<file path="src/rtl/mcctrl_pkg.sv">
// Shared definitions for the multicycle CPU controller: state encoding,
// opcode constants and datapath mux/ALU encodings.
// Optional feature macro: MCCTRL_JUMP_EN (adds the JUMP state).
package mcctrl_pkg;

  typedef enum logic [3:0] {
    ST_FETCH   = 4'd0,
    ST_DECODE  = 4'd1,
    ST_MEMADR  = 4'd2,
    ST_MEMRD   = 4'd3,
    ST_MEMWB   = 4'd4,
    ST_MEMWR   = 4'd5,
    ST_EXEC    = 4'd6,
    ST_RWB     = 4'd7,
    ST_BRANCH  = 4'd8,
`ifdef MCCTRL_JUMP_EN
    ST_JUMP    = 4'd9,
`endif
    ST_ORIEX   = 4'd10,
    ST_ORIWB   = 4'd11,
    ST_ILLEGAL = 4'd12
  } state_e;

  localparam logic [5:0] OP_RTYPE = 6'b000000;
  localparam logic [5:0] OP_LW    = 6'b100011;
  localparam logic [5:0] OP_SW    = 6'b101011;
  localparam logic [5:0] OP_BEQ   = 6'b000100;
  localparam logic [5:0] OP_ORI   = 6'b001101;
  localparam logic [5:0] OP_J     = 6'b000010;

  localparam logic [1:0] ALU_ADD   = 2'b00;
  localparam logic [1:0] ALU_SUB   = 2'b01;
  localparam logic [1:0] ALU_FUNCT = 2'b10;
  localparam logic [1:0] ALU_OR    = 2'b11;

  localparam logic [1:0] PCS_ALU    = 2'b00;
  localparam logic [1:0] PCS_ALUOUT = 2'b01;
  localparam logic [1:0] PCS_JUMP   = 2'b10;

  localparam logic [1:0] SRCB_REG  = 2'b00;
  localparam logic [1:0] SRCB_FOUR = 2'b01;
  localparam logic [1:0] SRCB_IMM  = 2'b10;
  localparam logic [1:0] SRCB_BOFF = 2'b11;

  // States that talk to memory and therefore wait on the handshake
  function automatic logic is_mem_state(input state_e s);
    return (s == ST_FETCH) || (s == ST_MEMRD) || (s == ST_MEMWR);
  endfunction

endpackage

</file>
<file path="src/rtl/mcctrl_memwait.sv">
// Memory wait counter: counts cycles spent in the current memory state,
// saturating at MEM_WAIT, and flags handshake completion once the minimum
// wait has elapsed and mem_ready is high.
module mcctrl_memwait #(
  parameter int MEM_WAIT = 0
) (
  input  logic clk,
  input  logic rst_n,
  input  logic i_active,
  input  logic i_mem_ready,
  output logic o_done
);

  localparam logic [3:0] LP_LIMIT = 4'(MEM_WAIT);

  logic [3:0] r_cnt;
  logic       w_at_limit;

  assign w_at_limit = (r_cnt == LP_LIMIT);
  // Held low during reset so no strobe can fire while rst_n is asserted.
  assign o_done = rst_n & i_active & w_at_limit & i_mem_ready;

  // Counter restarts whenever a memory state is left or not occupied.
  always_ff @(posedge clk or negedge rst_n) begin
    if (!rst_n) begin
      r_cnt <= 4'd0;
    end else if (!i_active || o_done) begin
      r_cnt <= 4'd0;
    end else if (!w_at_limit) begin
      r_cnt <= r_cnt + 4'd1;
    end
  end

endmodule

</file>
<file path="src/rtl/mcctrl_fsm.sv">
// Multicycle CPU main controller (Moore FSM).
// Optional feature macro: MCCTRL_JUMP_EN (opcode 000010 handled as jump;
// without it that opcode is treated as illegal).
//
// state   | meaning
// FETCH   | read instruction, PC+4; strobes on handshake complete
// DECODE  | register read, branch target computed
// MEMADR  | effective address for lw/sw
// MEMRD   | data memory read, waits for handshake
// MEMWB   | load result written to register file
// MEMWR   | data memory write, waits for handshake
// EXEC    | R-type ALU operation
// RWB     | R-type result written back
// BRANCH  | beq compare, conditional PC update
// JUMP    | unconditional PC update (MCCTRL_JUMP_EN only)
// ORIEX   | ori with zero-extended immediate
// ORIWB   | ori result written back
// ILLEGAL | one-cycle illegal-opcode flag
module mcctrl_fsm
  import mcctrl_pkg::*;
#(
  parameter int MEM_WAIT = 0,
  parameter int OPC_W    = 6
) (
  input  logic             clk,
  input  logic             rst_n,
  input  logic [OPC_W-1:0] opcode,
  input  logic             zero,
  input  logic             mem_ready,
  output logic             pc_write,
  output logic             pc_write_cond,
  output logic             i_or_d,
  output logic             mem_read,
  output logic             mem_write,
  output logic             ir_write,
  output logic             mem_to_reg,
  output logic             reg_dst,
  output logic             reg_write,
  output logic             alu_src_a,
  output logic             ori_zext,
  output logic             illegal,
  output logic [1:0]       alu_src_b,
  output logic [1:0]       alu_op,
  output logic [1:0]       pc_source,
  output logic [3:0]       state
);

  state_e r_state;
  logic   w_mem_active;
  logic   w_done;
  logic   w_unused;

  // zero goes straight to the datapath branch logic, gated there by pc_write_cond.
  assign w_unused     = zero;
  assign w_mem_active = is_mem_state(r_state);
  assign state        = r_state;

  mcctrl_memwait #(
    .MEM_WAIT(MEM_WAIT)
  ) u_memwait (
    .clk        (clk),
    .rst_n      (rst_n),
    .i_active   (w_mem_active),
    .i_mem_ready(mem_ready),
    .o_done     (w_done)
  );

  // State register and transitions.
  always_ff @(posedge clk or negedge rst_n) begin
    if (!rst_n) begin
      r_state <= ST_FETCH;
    end else begin
      case (r_state)
        ST_FETCH:  if (w_done) r_state <= ST_DECODE;
        ST_DECODE: begin
          case (opcode)
            OP_RTYPE:     r_state <= ST_EXEC;
            OP_LW, OP_SW: r_state <= ST_MEMADR;
            OP_BEQ:       r_state <= ST_BRANCH;
            OP_ORI:       r_state <= ST_ORIEX;
`ifdef MCCTRL_JUMP_EN
            OP_J:         r_state <= ST_JUMP;
`endif
            default:      r_state <= ST_ILLEGAL;
          endcase
        end
        ST_MEMADR: r_state <= (opcode == OP_SW) ? ST_MEMWR : ST_MEMRD;
        ST_MEMRD:  if (w_done) r_state <= ST_MEMWB;
        ST_MEMWB:  r_state <= ST_FETCH;
        ST_MEMWR:  if (w_done) r_state <= ST_FETCH;
        ST_EXEC:   r_state <= ST_RWB;
        ST_RWB:    r_state <= ST_FETCH;
        ST_BRANCH: r_state <= ST_FETCH;
`ifdef MCCTRL_JUMP_EN
        ST_JUMP:   r_state <= ST_FETCH;
`endif
        ST_ORIEX:  r_state <= ST_ORIWB;
        ST_ORIWB:  r_state <= ST_FETCH;
        default:   r_state <= ST_FETCH;
      endcase
    end
  end

  // Output decode from state, with FETCH strobes qualified by the handshake.
  always_comb begin
    pc_write      = 1'b0;
    pc_write_cond = 1'b0;
    i_or_d        = 1'b0;
    mem_read      = 1'b0;
    mem_write     = 1'b0;
    ir_write      = 1'b0;
    mem_to_reg    = 1'b0;
    reg_dst       = 1'b0;
    reg_write     = 1'b0;
    alu_src_a     = 1'b0;
    ori_zext      = 1'b0;
    illegal       = 1'b0;
    alu_src_b     = SRCB_REG;
    alu_op        = ALU_ADD;
    pc_source     = PCS_ALU;
    case (r_state)
      ST_FETCH: begin
        mem_read  = 1'b1;
        alu_src_b = SRCB_FOUR;
        ir_write  = w_done;
        pc_write  = w_done;
      end
      ST_DECODE: alu_src_b = SRCB_BOFF;
      ST_MEMADR: begin
        alu_src_a = 1'b1;
        alu_src_b = SRCB_IMM;
      end
      ST_MEMRD: begin
        mem_read = 1'b1;
        i_or_d   = 1'b1;
      end
      ST_MEMWB: begin
        reg_write  = 1'b1;
        mem_to_reg = 1'b1;
      end
      ST_MEMWR: begin
        mem_write = 1'b1;
        i_or_d    = 1'b1;
      end
      ST_EXEC: begin
        alu_src_a = 1'b1;
        alu_op    = ALU_FUNCT;
      end
      ST_RWB: begin
        reg_dst   = 1'b1;
        reg_write = 1'b1;
      end
      ST_BRANCH: begin
        alu_src_a     = 1'b1;
        alu_op        = ALU_SUB;
        pc_write_cond = 1'b1;
        pc_source     = PCS_ALUOUT;
      end
`ifdef MCCTRL_JUMP_EN
      ST_JUMP: begin
        pc_write  = 1'b1;
        pc_source = PCS_JUMP;
      end
`endif
      ST_ORIEX: begin
        alu_src_a = 1'b1;
        alu_src_b = SRCB_IMM;
        alu_op    = ALU_OR;
        ori_zext  = 1'b1;
      end
      ST_ORIWB: begin
        reg_write = 1'b1;
        ori_zext  = 1'b1;
      end
      ST_ILLEGAL: illegal = 1'b1;
      default: ;
    endcase
  end

endmodule

</file>
<file path="config.mk">
export PLATFORM = sky130hd
export DESIGN_NAME = mcctrl_fsm
export DESIGN_NICKNAME = d
export VERILOG_FILES = /design/src/rtl/mcctrl_pkg.sv /design/src/rtl/mcctrl_memwait.sv /design/src/rtl/mcctrl_fsm.sv
export SDC_FILE = /design/constraint.sdc
export NUM_CORES = 1
export LEC_CHECK = 0
export CAP_MARGIN = 20
export CORE_MARGIN = 2
export CORE_UTILIZATION = 44
export DETAILED_ROUTE_END_ITERATION = 8
export PLACE_DENSITY = 0.83
export SETUP_SLACK_MARGIN = 0.3
export SYNTH_ARGS = -nofsm -noshare
export SYNTH_HDL_FRONTEND = slang
export SYNTH_HIERARCHICAL = 1
export SYNTH_SLANG_ARGS = --single-unit
</file>
<file path="constraint.sdc">
create_clock -name clk -period 3.9 [get_ports clk]
set_clock_uncertainty 0.2 [all_clocks]
set_input_delay 0.78 -clock clk [delete_from_list [all_inputs] [get_ports clk]]
set_output_delay 0.78 -clock clk [all_outputs]
set_load 0.02 [all_outputs]
</file>
==> results.cfg <==
[run_status]
outcome = completed

[global_route]
grt_use_total = 0.1924
first_global_vias = 665
global_route_wire_length_before_repair_mm = 2.877
grt_start_max_net_pins = 18
grt_remaining_overflow = 0
antenna_found_initial = 0

[critical_path]
required_time_at_the_worst_slack_endpoint_ns = 2.92
crit_path_start_kind = flop
worstPathMaxFanout = 15
worstSetupPathType = flop to output port
r2r_slack_ns = 1.44
timing.critical_path.to_type = output port
worst_ep_arrival_time_ns = 2.50

[logic_synthesis]
count_of_synthesis_stage_warnings_from_yosys = 6
mappedNetlistNets = 108
postSynth.asyncResetShare = 1.000
synth_enable_flop_cells = 0
synthesis.area_per_instance_um2 = 7.677
post_synth_instance_area_um2 = 737.0
proportion_of_synthesized_chip_area_in_sequential_cells = 0.2716
synth.distinct_cells = 38
synth-main-ff-cell = sky130_fd_sc_hd__dfrtp_1
synth_area_leader_cell = sky130_fd_sc_hd__dfrtp_1
synth.top_cell.area_share = 0.2716
synth_top_cells_by_area = sky130_fd_sc_hd__dfrtp_1 (27%), sky130_fd_sc_hd__nor2_1 (6.1%), sky130_fd_sc_hd__and3_1 (5.9%)
synthCells = 96
postSynthRegisterBits = 8

[final_layout]
antenna_diode_count = 0
layout.area.seq_um2 = 205.2
final_core_util = 0.6769
final.fill_count = 147
layout.cells.most_common = sky130_fd_sc_hd__clkdlybuf4s50_1
syn2layout_area_growth_pct = 41.60
area_of_combinational_cells_with_multiple_inputs_um2 = 483.0
layout-drive-gt1-share = 0.1148
mostFrequentLayoutCells = sky130_fd_sc_hd__clkdlybuf4s50_1 (29), sky130_fd_sc_hd__nor2_1 (12), sky130_fd_sc_hd__nand2_1 (9)
final_nets = 136

[timing]
final_max_slew_viol_count = 0
fin_crit_ns = 3.482
rsz0062_at_grt = false
finalCritPeriodShare = 0.8929
final-hold-violation-count = 0
setup_viol = 0
fmax_ghz = 0.2872
totalNegativeSetupSlack_ns = 0

[die]
core_um2 = 1541
design.portCount = 32
die_w_um = 44.93
dieArea_um2 = 2018
chipHeight_um = 44.93
rows = 14
initial_core_util = 0.4781

[power]
switching_share = 0.4951
intPower_mw = 0.3895
power_share_of_the_combinational_group = 0.692
clockPowerShare = 0.083
powerDensity_nw_per_um2 = 739.4
peakVddDrop_v = 0.0004117
total_leakage_power_nw = 0.4325
relative_contribution_of_sequential_cells_to_total_power = 0.225
switchingPower_mw = 0.3820

[clock_tree]
h-tree-depth = 1
cts-hold-fix-buffers = 0
cts_sinks = 8
cts_tree = yes
cts_buffers = 3
clock_transition_at_the_register_clock_pins_on_the_worst_setup_and_hold_paths_after_cts_ns = 0.05
worst_skew_pair.late_latency_ns = 0.26
post_cts.repair.setup_buffers = 0
clock_tree.buffer_depth = 2
root_buffer = sky130_fd_sc_hd__clkbuf_4
resized_gates_after_cts = 0

[hold_path]
hold_path_class = flop to flop

[placement]
numPortBuffers = 29
hpwlAfterDp_mm = 1.366
finalWeightedCongestion = 0.8186

[routing]
drcViolationCount = 0
route.detailed.wl_per_inst_um = 13.45
drtAntennaViolNets = 0
totalWireLength_mm = 1.856
drtIter0Drc = 13
route.vias.total = 795
detailedRoute.firstPassIterationCount = 4
via_per_inst = 5.761

[job]
number_of_max_cap_violations = 0
-- registers in the layout, summed over array words and instances, names as in the netlist --
name	flops
u_memwait/r_cnt	4
state	4
-- power by group through the flow --
stage | Sequential, mW | Clock [mW] | Combinational, mW
after floorplan | 0.143 | 0 | 0.333
after global placement | 0.168 | 0 | 0.522
after global routing | 0.182 | 0.0714 | 0.573
after CTS | 0.167 | 0.0657 | 0.531
after detailed placement | 0.169 | 0 | 0.529
final | 0.174 | 0.0638 | 0.534
-- cell usage after synthesis, types with 2 or more instances --
cell type / count
sky130_fd_sc_hd__nand3_1: 3
sky130_fd_sc_hd__nand2_1: 9
sky130_fd_sc_hd__a21oi_1: 5
sky130_fd_sc_hd__buf_4: 3
sky130_fd_sc_hd__nor2b_1: 2
sky130_fd_sc_hd__o21ai_0: 2
sky130_fd_sc_hd__or3_1: 2
sky130_fd_sc_hd__inv_1: 4
sky130_fd_sc_hd__nand4_1: 2
sky130_fd_sc_hd__nor3_1: 4
sky130_fd_sc_hd__nand2b_1: 4
sky130_fd_sc_hd__xor2_1: 2
sky130_fd_sc_hd__and3_1: 7
sky130_fd_sc_hd__nor2_1: 12
sky130_fd_sc_hd__ha_1: 2
sky130_fd_sc_hd__xnor2_1: 2
sky130_fd_sc_hd__dfrtp_1: 8
sky130_fd_sc_hd__clkbuf_1: 3
-- metrics by stage --
step | instances | hold WS (ns) | power [mW] | worst slack [ns] | instance area [um^2]
finish | 138 | 0.3806 | 0.7716 | 0.4175 | 1044
floorplan | 96 | 0.2844 | 0.4759 | 0.7165 | 737.0
detailed placement | 135 | 0.3653 | 0.6980 | 0.5832 | 1016
global route | 138 | 0.4154 | 0.8257 | 0.3160 | 1044
CTS | 138 | 0.3786 | 0.7637 | 0.3166 | 1039
global placement | 135 | 0.3553 | 0.6909 | 0.5992 | 1016
-- layer usage --
metal  up-vias  GRT usage  wire length, um  share of wire
met4         0    0.05294               27          0.015
met5         -          0                0              0
met3         5    0.06000               89          0.048
met1       366     0.2419              795           0.43
met2        24     0.3171              943           0.51
li1        400          -                -              -
-- critical path, cell delays in order, from the launching register on --
cell and delay (ns):
sky130_fd_sc_hd__dfrtp_2 0.49, sky130_fd_sc_hd__nand2b_1 0.26, sky130_fd_sc_hd__and3_1 0.20, sky130_fd_sc_hd__or2_2 0.35
sky130_fd_sc_hd__and4_2 0.24, sky130_fd_sc_hd__and3_1 0.16, sky130_fd_sc_hd__clkdlybuf4s50_1 0.53
-- path summary, 6_finish.rpt --
check                                   start                 end  depth (start not counted)
min in group asynchronous               rst_n  u_memwait/r_cnt[3]                          2
max in group asynchronous               rst_n            state[3]                          2
max reg2reg                          state[0]            state[1]                          8
max                                  state[0]            ir_write                          6
min reg2reg                u_memwait/r_cnt[1]  u_memwait/r_cnt[1]                          2
min                        u_memwait/r_cnt[1]  u_memwait/r_cnt[1]                          2
-- final cells by class --
cell class,count,share of cell area
Clock buffer,3,0.02158
Inverter,4,0.01439
Multi-Input combinational cell,77,0.4628
Sequential cell,8,0.1966
Tap cell,16,0.01918
Timing Repair Buffer,30,0.2854
-- kinds of logic (layout without fill, tap and decap cells) --
family / after synthesis / after routing / share of synthesized area
xor gates and xnor gates: 4 / 4 / 0.04755
other: 1 / 1 / 0.005088
adders and majority gates: 2 / 2 / 0.03395
buffers and inverters: 11 / 37 / 0.07299
and+or+nand+nor: 51 / 51 / 0.3820
DFF: 8 / 8 / 0.2716
AOI/OAI and AO/OA: 19 / 19 / 0.1868
Note: power is estimated with default switching activity, not from simulation.
